**src/rtl/fifo_wr_arb.sv**
```systemverilog
// ---------------------------------------------------------------------------
// fifo_wr_arb
//
// Arbitrates four byte-wide requesters onto the write side of a single FIFO.
// A requester that wins arbitration owns the FIFO write port for a burst of
// up to BURST_LEN words. The burst ends early if the owner stops requesting.
// It pauses while the FIFO reports almost_full. It is abandoned if the FIFO
// enters write reset.
//
// Build option:
//   FIFO_WR_ARB_FIXED_PRI_EN  defined   -> fixed priority, req[0] highest,
//                                          no round-robin pointer
//                             undefined -> round-robin, search starts one
//                                          past the previous owner
//
// Parameters:
//   BURST_LEN     maximum words per grant (1..255)
//
// Ports:
//   wr_clk        write clock; the whole block runs in this domain
//   rst_n         asynchronous active-low reset
//   req[3:0]      per-requester word-valid
//   req_data[31:0] packed words, requester i on bits [8i+7:8i]
//   almost_full   FIFO almost-full flag; pauses an active burst
//   wr_rst_busy   FIFO write-reset busy; blocks all writes
//   gnt[3:0]      one-hot combinational grant
//   owner[1:0]    current or most recent owner (registered)
//   fifo_wr_en    FIFO write enable (registered)
//   fifo_wr_data  FIFO write data (registered, holds between writes)
// ---------------------------------------------------------------------------
module fifo_wr_arb #(
  parameter int unsigned BURST_LEN = 16
) (
  input  logic        wr_clk,
  input  logic        rst_n,
  input  logic [3:0]  req,
  input  logic [31:0] req_data,
  input  logic        almost_full,
  input  logic        wr_rst_busy,
  output logic [3:0]  gnt,
  output logic [1:0]  owner,
  output logic        fifo_wr_en,
  output logic [7:0]  fifo_wr_data
);

  typedef enum logic [1:0] {
    RST_WAIT = 2'd0,
    IDLE     = 2'd1,
    GRANT    = 2'd2
  } state_t;

  // Count value of the final word of a full-length burst.
  localparam logic [7:0] LAST_CNT = 8'(BURST_LEN - 32'd1);

  state_t      state_r;
  logic [1:0]  owner_r;
  logic [7:0]  cnt_r;
  logic        fifo_wr_en_r;
  logic [7:0]  fifo_wr_data_r;

  logic        grant_ok_s;
  logic [3:0]  gnt_s;
  logic        xfer_s;
  logic [7:0]  owner_byte_s;
  logic [1:0]  winner_s;

`ifdef FIFO_WR_ARB_FIXED_PRI_EN

  // Lowest-indexed active requester wins.
  function automatic logic [1:0] pick_fixed(input logic [3:0] r);
    logic [1:0] win;
    win = 2'd0;
    for (int k = 3; k >= 0; k--) begin
      if (r[k]) begin
        win = 2'(k);
      end else begin
        win = win;
      end
    end
    return win;
  endfunction

  // Winner selection for the fixed-priority build.
  always_comb begin
    winner_s = pick_fixed(req);
  end

`else

  // Search start for the next arbitration. It points one past the last
  // owner, which keeps continuously-requesting sources from starving.
  logic [1:0]  ptr_r;

  // First active requester found when scanning upward (mod 4) from start.
  function automatic logic [1:0] pick_rr(input logic [3:0] r,
                                         input logic [1:0] start);
    logic [1:0] idx;
    logic [1:0] win;
    logic       found;
    win   = start;
    found = 1'b0;
    for (int k = 0; k < 4; k++) begin
      idx = start + 2'(k);
      if (!found && r[idx]) begin
        win   = idx;
        found = 1'b1;
      end else begin
        win   = win;
      end
    end
    return win;
  endfunction

  // Winner selection for the round-robin build.
  always_comb begin
    winner_s = pick_rr(req, ptr_r);
  end

  // Round-robin pointer; it advances whenever a new burst is granted.
  always_ff @(posedge wr_clk or negedge rst_n) begin
    if (!rst_n) begin
      ptr_r <= 2'd0;
    end else if (!wr_rst_busy && (state_r == IDLE) && (|req) && !almost_full) begin
      ptr_r <= winner_s + 2'd1;
    end else begin
      ptr_r <= ptr_r;
    end
  end

`endif

  // Grant decode and transfer qualification. Grant drops at once when the
  // FIFO fills or enters reset, so no word is lost in those cycles.
  always_comb begin
    grant_ok_s = (state_r == GRANT) && !almost_full && !wr_rst_busy;
    gnt_s      = 4'b0000;
    if (grant_ok_s) begin
      gnt_s[owner_r] = 1'b1;
    end else begin
      gnt_s = 4'b0000;
    end
    xfer_s       = grant_ok_s && req[owner_r];
    owner_byte_s = req_data[{owner_r, 3'b000} +: 8];
  end

  // Main control FSM, including the registered FIFO write port.
  always_ff @(posedge wr_clk or negedge rst_n) begin
    if (!rst_n) begin
      state_r        <= RST_WAIT;
      owner_r        <= 2'd0;
      cnt_r          <= 8'd0;
      fifo_wr_en_r   <= 1'b0;
      fifo_wr_data_r <= 8'h00;
    end else begin
      fifo_wr_en_r <= xfer_s;
      if (xfer_s) begin
        fifo_wr_data_r <= owner_byte_s;
      end else begin
        fifo_wr_data_r <= fifo_wr_data_r;
      end

      if (wr_rst_busy) begin
        // FIFO reset overrides everything; the owner is kept for visibility.
        state_r <= RST_WAIT;
        cnt_r   <= 8'd0;
      end else begin
        case (state_r)
          RST_WAIT: begin
            state_r <= IDLE;
          end
          IDLE: begin
            if ((|req) && !almost_full) begin
              state_r <= GRANT;
              owner_r <= winner_s;
              cnt_r   <= 8'd0;
            end else begin
              state_r <= IDLE;
            end
          end
          GRANT: begin
            if (almost_full) begin
              // Pause: state, owner and count all hold.
              state_r <= GRANT;
            end else if (xfer_s) begin
              if (cnt_r == LAST_CNT) begin
                state_r <= IDLE;
              end else begin
                cnt_r <= cnt_r + 8'd1;
              end
            end else begin
              // Owner stopped requesting: release the FIFO early.
              state_r <= IDLE;
            end
          end
          default: begin
            state_r <= RST_WAIT;
            cnt_r   <= 8'd0;
          end
        endcase
      end
    end
  end

  assign gnt          = gnt_s;
  assign owner        = owner_r;
  assign fifo_wr_en   = fifo_wr_en_r;
  assign fifo_wr_data = fifo_wr_data_r;

endmodule
```
**config.mk**
```make
export PLATFORM = sky130hd
export DESIGN_NAME = fifo_wr_arb
export DESIGN_NICKNAME = d
export VERILOG_FILES = /design/src/rtl/fifo_wr_arb.sv
export SDC_FILE = /design/constraint.sdc
export NUM_CORES = 1
export LEC_CHECK = 0
export BUFFER_PORTS_ARGS = -buffer_cell sky130_fd_sc_hd__buf_2
export CAP_MARGIN = 20
export CORE_MARGIN = 2
export CORE_UTILIZATION = 49
export CTS_CLUSTER_SIZE = 24
export DETAILED_ROUTE_END_ITERATION = 12
export PLACE_DENSITY = 0.88
export RECOVER_POWER = 100
export SYNTH_ARGS = -nofsm -noshare
export SYNTH_HDL_FRONTEND = slang
export SYNTH_SLANG_ARGS = --single-unit
```
**constraint.sdc**
```tcl
create_clock -name wr_clk -period 2 [get_ports wr_clk]
set_input_delay 0.3 -clock wr_clk [delete_from_list [all_inputs] [get_ports wr_clk]]
set_output_delay 0.3 -clock wr_clk [all_outputs]
set_load 0.01 [all_outputs]
```
==> impl_metrics.ini <==
[run_status]
outcome = complete, no violations

[clocking]
cts_root_buf = clkbuf_4
clk_latency_ps = 300
numCtsBuffers = 3
cts_sinks = 23
cts_htree_levels = 1
post_cts_buffers = 0
cts-resized-gates = 0
clk_path_buf_depth = 2
cts_hold_buf = 1
clkTransAtPathRegs_ps = 120
tritoncts = yes

[final_layout]
finalNonFillerCells = 228
layout.nets = 237
fin_util = 0.612
fillers = 285
syn2layout_area_growth_pct = 20.7
drive_above_1_share = 0.369
num_antenna_cells = 0

[timing]
clock_skew_ps = 2.56
rsz0062_at_grt = false
tns_ps = 0
timing.fmax_ghz = 0.530
hold_viol = 0
setup_slack_ps = 113
slew_headroom = 0.178
worst_pin_slew_ps = 1230
drv_slew = 0
setup_violations = 0
period_minus_slack_ps = 1890
fin_crit_sh = 0.943

[detailed_routing]
drc = 0
drt_iter0_drc = 56
vias = 1377
dr.pass1.iters = 4
ant_nets = 0
viasPerCell = 6.04
wire_per_inst_um = 14.6
routed_wl_um = 3330

[setup_path]
cp_cell_sequence = nor4b_4 > buf_4 > nor3b_1 > clkbuf_2
crit_path_end_kind = output port
cp-start-kind = register
cp_max_fo = 6
cp.arrival_ps = 1590
path_class = reg2out
critPathTopFamily = flip-flops
max_stage_delay_ps = 480
cpMaxStageDelayCell = dfrtp_1
worstPathRequired_ps = 1700
critPathBufInv = 2

[hold_path]
min_path_type = in2reg

[power]
combPwrFrac = 0.446
p_sw_frac = 0.366
share_seq_of_total_power = 0.423
power.density_nw_per_um2 = 883
switchingPower_uw = 595
p_clk_frac = 0.131
vdd_drop_max_mv = 0.433
p_int_uw = 1030
leakage_uw = 0.000864

[synth]
ys_seq_area_frac = 0.378
synth_compound_gate_area_share = 0.155
yosysTopAreaCell = dfrtp_1
netlist_top_cells_area = dfrtp_1, mux4_2, mux2_2, nand2_1, nand3_1
synth_top_area_share = 0.378
synthSimpleGateAreaFrac = 0.208
syn_nets = 184
async_reset_ff_frac = 1.00
ys.flop_type = dfrtp_1
synth-xor-area-share = 0.00575
syn_inst = 143
syn_avg_cell_area_um2 = 10.6
synth-warning-count = 0
synth_top_family_by_area = simple AND/OR/NAND/NOR gates
ys_seq_elements = 23
ys_types = 44
synth_mux_area_frac = 0.206
synth_edf_count = 0
synth_area_um2 = 1520
synthAdderAreaFrac = 0.00822

[placement]
post-place-ws_ps = 118
hpwl_um = 2540
portBuffers = 54
placed_cells = 223
routabilityCongestion = 0.832

[global_route]
grt_usage = 0.189
gr-total-overflow = 0
grt_max_degree = 24
antenna_found_initial = 0
grt_pass1_wl_um = 5150
grt_pass1_vias = 1181

[die]
initial_core_util = 0.507
die_area_um2 = 3570
die_h_um = 59.7
rows = 20
num_io_pins = 55
die_x_um = 59.7
core_um2 = 3000

[job]
maxCapViolCount = 0
-- synthesized netlist by cell type, drive strengths merged (2+ instances only) --
cell type,n
mux2,9
or4,3
nand4,2
nand2,14
a22o,2
dfrtp,23
o211ai,2
a31oi,3
or3,2
a21oi,6
mux4,9
o21ai,7
nand4b,2
nor2,5
nor4bb,2
inv,3
nor3b,2
and3,4
clkbuf,8
nor2b,5
buf,3
nand3,7
-- worst reg2reg max path, cell delays in order (launching register included) --
cell	delay, ps
dfrtp_1	460
or4_1	550
o211ai_1	450
and2_1	220
a22o_1	130
-- cell usage in the layout, fill, tap and decap left out, types with 5 or more instances in the layout --
cell,instances
mux2_2,9
mux4_2,9
clkbuf_1,11
a21oi_1,6
nand3_1,7
nand2_1,13
nor2b_1,5
buf_2,42
nor2_1,5
dfrtp_1,23
o21ai_0,7
-- stage by stage --
step,hold WS [ps],power [uW],instance area [um2]
global placement,300,1420,1820
CTS,228,1660,1850
global route,243,1740,1840
finish,227,1620,1840
floorplan,4.41,1220,1520
detailed placement,303,1450,1820
-- logic make-up after synthesis --
logic type | count (synthesis)
multiplexers | 19
buffers and inverters | 14
flip-flops | 23
XOR/XNOR | 1
AND/OR/NAND/NOR | 53
AO/OA/AOI/OAI | 32
adder cells (fa/ha/maj) | 1
-- sequential cells by signal, indices dropped and copies added, names as in the netlist --
register and flops:
cnt_r 8, fifo_wr_data 8, fifo_wr_en 1, owner 2, ptr_r 2, state_r 2
-- power groups by stage --
stage	logic, uW	clock network, uW	registers (uW)
5_1_grt	802	234	704
2_1_floorplan	528	0	689
6_report	724	212	687
3_3_place_gp	737	0	687
3_5_place_dp	757	0	691
4_1_cts	760	218	683
-- area by class of cell --
type | instances | area (um2) | share of cell area
multi-input cells | 106 | 888 | 0.483
flip-flops and latches | 23 | 576 | 0.313
repair buffers | 59 | 294 | 0.160
well taps | 33 | 41.3 | 0.0225
clock buffers | 3 | 22.5 | 0.0123
inverters | 3 | 11.3 | 0.00613
clock inverters | 1 | 5.00 | 0.00272
-- worst paths after layout --
| check | from | to | slack (ps) | cells after the start |
|---|---|---|---|---|
| max | state_r[0] | gnt[0] | 110 | 4 |
| min | almost_full | state_r[0] | 230 | 2 |
| max reg2reg | cnt_r[4] | cnt_r[6] | 140 | 4 |
| min reg2reg | fifo_wr_data[7] | fifo_wr_data[7] | 520 | 1 |
| max in group asynchronous | rst_n | owner[1] | 520 | 2 |
| min in group asynchronous | rst_n | fifo_wr_data[3] | 760 | 2 |
-- metal layers --
layer	wire, um	track usage	vias to the layer above
met5	0	0	-
li1	-	-	660
met2	1580	0.321	62
met1	1450	0.248	653
met4	33	0.0571	0
met3	268	0.0303	2
(Power assumes the default switching activity.)
